File: config.mk
export PLATFORM = sky130hd
export DESIGN_NAME = mem_write_buffer
export DESIGN_NICKNAME = d
export VERILOG_FILES = /design/src/rtl/mem_wr_pkg.sv /design/src/rtl/store_lane_align.sv /design/src/rtl/mem_write_buffer.sv
export SDC_FILE = /design/constraint.sdc
export NUM_CORES = 1
export LEC_CHECK = 0
export ABC_CLOCK_PERIOD_IN_PS = 3800
export CAP_MARGIN = 20
export CORE_UTILIZATION = 55
export CTS_CLUSTER_SIZE = 16
export DETAILED_ROUTE_END_ITERATION = 16
export PLACE_DENSITY_LB_ADDON = 0.3
export SLEW_MARGIN = 15
export SYNTH_ARGS = -nofsm -noshare
export SYNTH_HDL_FRONTEND = slang
export SYNTH_HIERARCHICAL = 1
export SYNTH_SLANG_ARGS = --single-unit
File: constraint.sdc
create_clock -name clk -period 3.8 [get_ports clk]
set_clock_uncertainty 0.05 [all_clocks]
set_input_delay 0.57 -clock clk [delete_from_list [all_inputs] [get_ports clk]]
set_output_delay 0.57 -clock clk [all_outputs]
set_load 0.02 [all_outputs]
File: src/rtl/mem_wr_pkg.sv
// mem_wr_pkg: store size codes, byte-enable patterns and the write-buffer entry type.
package mem_wr_pkg;
  localparam logic [1:0] SZ_BYTE = 2'b00;
  localparam logic [1:0] SZ_HALF = 2'b01;
  localparam logic [1:0] SZ_WORD = 2'b10;
  localparam logic [1:0] SZ_RSVD = 2'b11;
  localparam logic [3:0] BE_BYTE = 4'b0001;
  localparam logic [3:0] BE_LO   = 4'b0011;
  localparam logic [3:0] BE_HI   = 4'b1100;
  localparam logic [3:0] BE_WORD = 4'b1111;
  localparam int ENTRY_AW = 32;
  typedef struct packed {
    logic [ENTRY_AW-1:0] addr;
    logic [31:0]         data;
    logic [3:0]          be;
  } wr_entry_t;
endpackage

File: src/rtl/store_lane_align.sv
// store_lane_align: little-endian lane placement and byte enables for a store, plus misalignment flag.
module store_lane_align
  import mem_wr_pkg::*;
#(
  parameter int AW = 32
) (
  input  logic [AW-1:0] i_addr,
  input  logic [31:0]   i_data,
  input  logic [1:0]    i_size,
  output logic [AW-1:0] o_addr,
  output logic [31:0]   o_data,
  output logic [3:0]    o_be,
  output logic          o_misalign
);
  always_comb begin
    o_addr     = {i_addr[AW-1:2], 2'b00};
    o_data     = (i_size == SZ_BYTE) ? {4{i_data[7:0]}} :
                 (i_size == SZ_HALF) ? {2{i_data[15:0]}} : i_data;
    o_be       = (i_size == SZ_BYTE) ? BE_BYTE << i_addr[1:0] :
                 (i_size == SZ_HALF) ? (i_addr[1] ? BE_HI : BE_LO) : BE_WORD;
    o_misalign = (i_size == SZ_RSVD) | ((i_size == SZ_HALF) & i_addr[0]) |
                 ((i_size == SZ_WORD) & (|i_addr[1:0]));
  end
endmodule

File: src/rtl/mem_write_buffer.sv
// mem_write_buffer: aligns MEM-stage stores and queues them in a show-ahead FIFO draining over valid/ready.
// MEM_WR_HAZARD_EN adds MemRead/LoadHazard for read-after-write protection against pending entries.
module mem_write_buffer
  import mem_wr_pkg::*;
#(
  parameter int DEPTH = 4,
  parameter int AW    = 32
) (
  input  logic          clk,
  input  logic          rst_n,
  input  logic          MemWrite,
  input  logic [AW-1:0] Address,
  input  logic [31:0]   WriteData,
  input  logic [1:0]    StoreSize,
`ifdef MEM_WR_HAZARD_EN
  input  logic          MemRead,
  output logic          LoadHazard,
`endif
  output logic          Stall,
  output logic          AlignErr,
  output logic          Empty,
  output logic          MemWrValid,
  output logic [AW-1:0] MemWrAddr,
  output logic [31:0]   MemWrData,
  output logic [3:0]    MemWrBe,
  input  logic          MemWrReady
);
  localparam int PW = $clog2(DEPTH);
  localparam int CW = PW + 1;

  logic [CW-1:0] r_count;
  logic [PW-1:0] r_wr_ptr, r_rd_ptr;
  logic          r_align_err;
  wr_entry_t     r_mem [DEPTH];

  logic [AW-1:0] w_al_addr;
  logic [31:0]   w_al_data;
  logic [3:0]    w_al_be;
  logic          w_misalign, w_full, w_pop, w_push;
  wr_entry_t     w_entry, w_head;

  store_lane_align #(.AW(AW)) u_align (
    .i_addr     (Address),
    .i_data     (WriteData),
    .i_size     (StoreSize),
    .o_addr     (w_al_addr),
    .o_data     (w_al_data),
    .o_be       (w_al_be),
    .o_misalign (w_misalign)
  );

  // A pop in the same cycle frees a slot, so a full buffer still accepts (pass-through).
  always_comb begin
    w_full     = r_count == CW'(DEPTH);
    MemWrValid = r_count != '0;
    Empty      = r_count == '0;
    w_pop      = MemWrValid & MemWrReady;
    w_push     = MemWrite & ~w_misalign & (~w_full | w_pop);
    Stall      = MemWrite & ~w_misalign & w_full & ~w_pop;
    AlignErr   = r_align_err;
    w_entry    = '{addr: ENTRY_AW'(w_al_addr), data: w_al_data, be: w_al_be};
    w_head     = r_mem[r_rd_ptr];
    MemWrAddr  = MemWrValid ? AW'(w_head.addr) : '0;
    MemWrData  = MemWrValid ? w_head.data : '0;
    MemWrBe    = MemWrValid ? w_head.be : '0;
  end

  always_ff @(posedge clk or negedge rst_n) begin
    if (!rst_n) begin
      r_count     <= '0;
      r_wr_ptr    <= '0;
      r_rd_ptr    <= '0;
      r_align_err <= 1'b0;
    end else begin
      r_align_err <= MemWrite & w_misalign;
      r_count     <= r_count + CW'(w_push) - CW'(w_pop);
      if (w_push) r_wr_ptr <= r_wr_ptr + 1'b1;
      if (w_pop) r_rd_ptr <= r_rd_ptr + 1'b1;
    end
  end

  always_ff @(posedge clk) begin
    if (w_push) r_mem[r_wr_ptr] <= w_entry;
  end

`ifdef MEM_WR_HAZARD_EN
  // An entry is live when its distance from the read pointer is below the count.
  always_comb begin
    LoadHazard = 1'b0;
    for (int i = 0; i < DEPTH; i++)
      LoadHazard = LoadHazard | (MemRead & ({1'b0, PW'(i) - r_rd_ptr} < r_count) &
                   (r_mem[i].addr[AW-1:2] == Address[AW-1:2]));
  end
`endif
endmodule

Word level (Yosys, flattened, before mapping) --
Memories as Yosys holds them, arrays and structs flattened. Cells that the tools add are included.
Word-level totals: logic and storage cells 42, memory bits (writable) 264, register bits 8, memories kept 1
Memories:
- r_mem | depth 4, width 66, rd ports 1, clocked after Yosys merged registers in 0, write ports 1, RTL line mem_write_buffer.sv:34 | wr_entry_t r_mem [DEPTH];
Cells by class: bitwise gates (word level) 14, shift operators 1, muxes and demuxes 10, equal/unequal tests 4, reductions and logical operators 4, $add $sub $neg 4
Operators by type and width (number):
- $mux 32 | 4
- $mux 4 | 4
- $and 1x1->1 | 8
- $add 2x1->2 const B | 2
- $eq 2x2->1 const B | 2
- $shl 1x2->4 const A | 1
- $add 3x1->3 | 1
- $eq 3x3->1 const B | 1
- $logic_not 3->1 | 1
- $not 1->1 | 3
- $or 1x1->1 | 3
- $reduce_bool 3->1 | 1
- $sub 3x1->3 | 1
- $eq 2x1->1 const B | 1
- $logic_not 2->1 | 1
- $mux 1 | 2
- $reduce_or 2->1 | 1

Longest topological paths before layout --
depth in word-level cells 9, mapped depth 13, depth with buffers taken out 11

Cells and area by module --
The synthesis kept the hierarchy.
By module, submodules not included:
- mem_write_buffer | instances 1, cells each 472, area an instance 10697.8 µm²
- store_lane_align | instances 1, cells each 96, area an instance 764.5 µm²

Worst setup path after synthesis --
Ideal clock, no wire load.
path kind input to register, start point in MemWrReady, end point reg r_count[2], slack 1.151 ns, arrival time 2.475 ns, stages 11, setup time 0.124 ns, required time 3.626 ns, path through or4b_1 > and3b_1 > buf_6 > inv_1 > ha_1 > inv_1 > ha_1 > inv_1 > fa_1 > xnor2_1 > xnor2_1
Between the ends: longest elaborated chain between the ends 5
Ends and longest elaborated chain:
- start, declared | RTL line mem_write_buffer.sv:26 | input logic MemWrReady
- $and 1x1->1 (*) | RTL line mem_write_buffer.sv:57 | w_pop = MemWrValid & MemWrReady;
- $or 1x1->1 | RTL line mem_write_buffer.sv:58 | w_push = MemWrite & ~w_misalign & (~w_full | w_pop);
- $and 1x1->1 | RTL line mem_write_buffer.sv:58
- $add 3x1->3 | RTL line mem_write_buffer.sv:76 | r_count <= r_count + CW'(w_push) - CW'(w_pop);
- $sub 3x1->3 (*) | RTL line mem_write_buffer.sv:76
- end signal, assigned | RTL line mem_write_buffer.sv:76
- end, declared | RTL line mem_write_buffer.sv:31 | logic [CW-1:0] r_count;
Every way passes the cells marked *; elsewhere a longest branch is shown, timed or not. A chain may end at the register's enable or synchronous reset.

Worst setup path after layout --
start point reg r_count[1], end point out MemWrData[18]
Between the ends: longest elaborated chain between the ends 2
Ends and longest elaborated chain:
- $reduce_bool 3->1 | RTL line mem_write_buffer.sv:55 | MemWrValid = r_count != '0;
- $mux 32 | RTL line mem_write_buffer.sv:64 | MemWrData = MemWrValid ? w_head.data : '0;
- end, declared | RTL line mem_write_buffer.sv:24 | output logic [31:0] MemWrData,
No other way between the ends.

==> flow_metrics.env <==
export IMPL_status="complete, no violations"
export IMPL_r2r_start="r_count[1]"
export IMPL_ant_nets=0
export IMPL_path_class="reg -> out"
export IMPL_r2r_end="r_count[2]"
export IMPL_drive_gt1_share_pct=21.6
export IMPL_start_util_pct=56.3
export IMPL_cts_setup_buffers=0
export IMPL_ios=142
export IMPL_dieHeight_um=146
export IMPL_slew_viol_final=0
export IMPL_path_delay_family="simple AND/OR/NAND/NOR gates"
export IMPL_antenna_found_initial=1
export IMPL_top_layer_used="met4"
export IMPL_hold_viol_final=0
export IMPL_cts_buffers=28
export IMPL_htree_levels=1
export IMPL_arrival_ps=2910
export IMPL_async_flop_share_pct=2.86
export IMPL_clock_root_buffer="clkbuf_16"
export IMPL_cts_hold_buf=0
export IMPL_ys_warn_count=6
export IMPL_power_leakage_nw=4.58
export IMPL_fmax_mhz=284
export IMPL_diodes=0
export IMPL_stdcell_count=977
export IMPL_hp_class="in -> async"
export IMPL_clock_latency_ps=530
export IMPL_core_area_um2=20400
export IMPL_critPathRequiredTime_ps=3180
export IMPL_synth_flop_cell="edfxtp_1"
export IMPL_relSlewSlack_pct=64.6
export IMPL_critical_path_endpoint_type="output port"
export IMPL_power_frac_seq_pct=37.5
export IMPL_fp_dieW_um=146
export IMPL_clkTransAtPathRegs_ps=60
export IMPL_cts_sinks=280
export IMPL_grt_pass1_vias=5917
export IMPL_peakVddDrop_v=0.000462
export IMPL_gp_congestion=0.773
export IMPL_vias=5463
export IMPL_synth_cells=568
export IMPL_fillers=1296
export IMPL_routed_wirelength_um=21300
export IMPL_rr_worst_depth=9
export IMPL_synth_area_per_cell_um2=20.2
export IMPL_dp_hpwl_um=13000
export IMPL_p_comb_share_pct=37.0
export IMPL_grt_util_all_layers_pct=20.6
export IMPL_wl_met2_um=10800
export IMPL_switching_share_pct=29.6
export IMPL_path_max_fanout=43
export IMPL_wl_met3_um=1410
export IMPL_dr_pass1_iters=4
export IMPL_grt_max_degree=52
export IMPL_synth_area_um2=11500
export IMPL_via_per_inst=5.59
export IMPL_p_switching_mw=3.15
export IMPL_drt_iter0_drc=273
export IMPL_reg2reg_slack_ps=930
export IMPL_critPathBufInv=2
export IMPL_ys_seq_area_share_pct=73.0
export IMPL_dieArea_um2=21400
export IMPL_final_util_pct=68.2
export IMPL_p_int_mw=7.47
export IMPL_period_share_pct=92.8
export IMPL_cap_violations=0
export IMPL_layout_nets=763
export IMPL_rsz0062_at_grt="false"
export IMPL_tightestPinTransition_ps=531
export IMPL_rows=52
export IMPL_setup_viol=0
export IMPL_ys_seq_elements=280
export IMPL_grt_overflow_total=0
export IMPL_power_frac_clock_pct=25.4
export IMPL_wl_met1_um=8720
export IMPL_synth_edf_count=272
export IMPL_crit_path_cell_trace="or3_2 -> buf_4 -> and2_1 -> clkdlybuf4s50_1"
export IMPL_tns_ps=0
export IMPL_ctsLongestPathBuffers=3
export IMPL_syn_to_final_growth_pct=21.2
export IMPL_dpl_cell_count=926
export IMPL_crit_path_start_kind="flop"
export IMPL_layout_min_cycle_time_ps=3530
export IMPL_cts_resized=0
export IMPL_drc=0
export IMPL_pwr_density_cell_nw_per_um2=764
export IMPL_grt_first_pass_wirelength_um=33300
export IMPL_portBuffers=141
export IMPL_tritoncts="done"
export IMPL_yosysUniqueCellTypes=33
export IMPL_critPathMaxStageDelay_ps=770
export IMPL_slowest_stage="or3_2"
export IMPL_detail_route_wl_per_cell_um=21.8
[cells in the mapped netlist (8+ instances only)]
| master | n | share of area (%) |
|---|---|---|
| buf_2 | 10 | 0.44 |
| mux2i_1 | 8 | 0.70 |
| nand2_1 | 8 | 0.26 |
| inv_1 | 9 | 0.29 |
| mux4_2 | 68 | 13 |
| edfxtp_1 | 272 | 71 |
| buf_4 | 40 | 2.6 |
| clkbuf_1 | 15 | 0.49 |
| mux2_2 | 16 | 1.6 |
| and2_1 | 70 | 3.8 |
| dfrtp_1 | 8 | 1.7 |
[through the flow]
step | power [mW] | worst slack [ps] | instance area (um^2) | hold WS [ps]
6_report | 10.6 | 273 | 13900 | 286
5_1_grt | 11.1 | 120 | 13900 | 301
4_1_cts | 10.8 | 231 | 13900 | 275
3_5_place_dp | 8.03 | 400 | 13000 | 485
3_3_place_gp | 7.97 | 501 | 13000 | 456
2_1_floorplan | 6.38 | 1150 | 11500 | 224
[worst register-to-register path, cell delays in order (launching register included)]
cell     delay (ps)
dfrtp_1         420
or3_2           780
and2_1          320
ha_1            280
inv_1            50
ha_1            120
inv_1            50
fa_1            400
xnor2_1         170
xnor2_1         140
[worst max path at each step]
stage | from | to | slack (ps) | depth (start not counted)
2_1_floorplan | MemWrReady | r_count[2] | 1150 | 11
3_3_place_gp | StoreSize[1] | r_count[2] | 500 | 12
3_5_place_dp | StoreSize[1] | r_count[2] | 400 | 12
4_1_cts | r_rd_ptr[0] | MemWrData[7] | 230 | 4
5_1_grt | r_count[1] | MemWrData[25] | 120 | 4
6_report | r_count[1] | MemWrData[18] | 270 | 4
[cells in the final DEF, fill, tap and decap left out, types with 4 or more instances in the layout]
cell type and n:
inv_1 9, clkbuf_1 8, buf_12 6, o21ai_2 6, clkdlybuf4s50_1 141, clkinv_1 4
and2_4 4, dfrtp_1 6, buf_4 9, xnor2_1 4, mux2i_1 8, and2_1 70
mux2_2 16, clkbuf_16 29, ha_1 6, edfxtp_1 272, clkinv_2 4, nand2_1 8
mux4_2 68
[kinds of logic after synthesis]
kind of cell,share of synthesized area (%)
DFF,73.0
muxes,15.8
and+or+nand+nor,4.86
buffers and inverters,4.24
AOI/OAI and AO/OA,0.895
adders and majority gates,0.830
xor gates and xnor gates,0.382
other,0.0327
[registers in the layout, indices dropped and copies added, names as in the netlist]
signal    flops
AlignErr      1
r_count       3
r_mem       272
r_rd_ptr      2
r_wr_ptr      2
[layer usage]
metal / track usage [%] / vias up
met5: 0 / -
met4: 5.73 / 0
met3: 4.19 / 33
met2: 34.6 / 182
met1: 27.5 / 2820
li1: - / 2428
[area by class of cell]
type	count	area (um^2)	area share [%]
clock buffers	40	797	5.74
inverters	9	33.8	0.243
clock inverters	11	125	0.901
repair buffers	156	1600	11.5
flip-flops and latches	280	8380	60.3
multi-input cells	211	2620	18.9
well taps	270	338	2.43
[power groups by stage]
stage	logic [mW]	registers [mW]	clock network, mW
2_1_floorplan	2.49	3.90	0
3_3_place_gp	3.94	4.03	0
3_5_place_dp	3.97	4.06	0
4_1_cts	4.00	4.00	2.76
5_1_grt	4.19	4.03	2.88
6_report	3.93	3.99	2.70
Note: power is estimated with default switching activity, not from simulation.
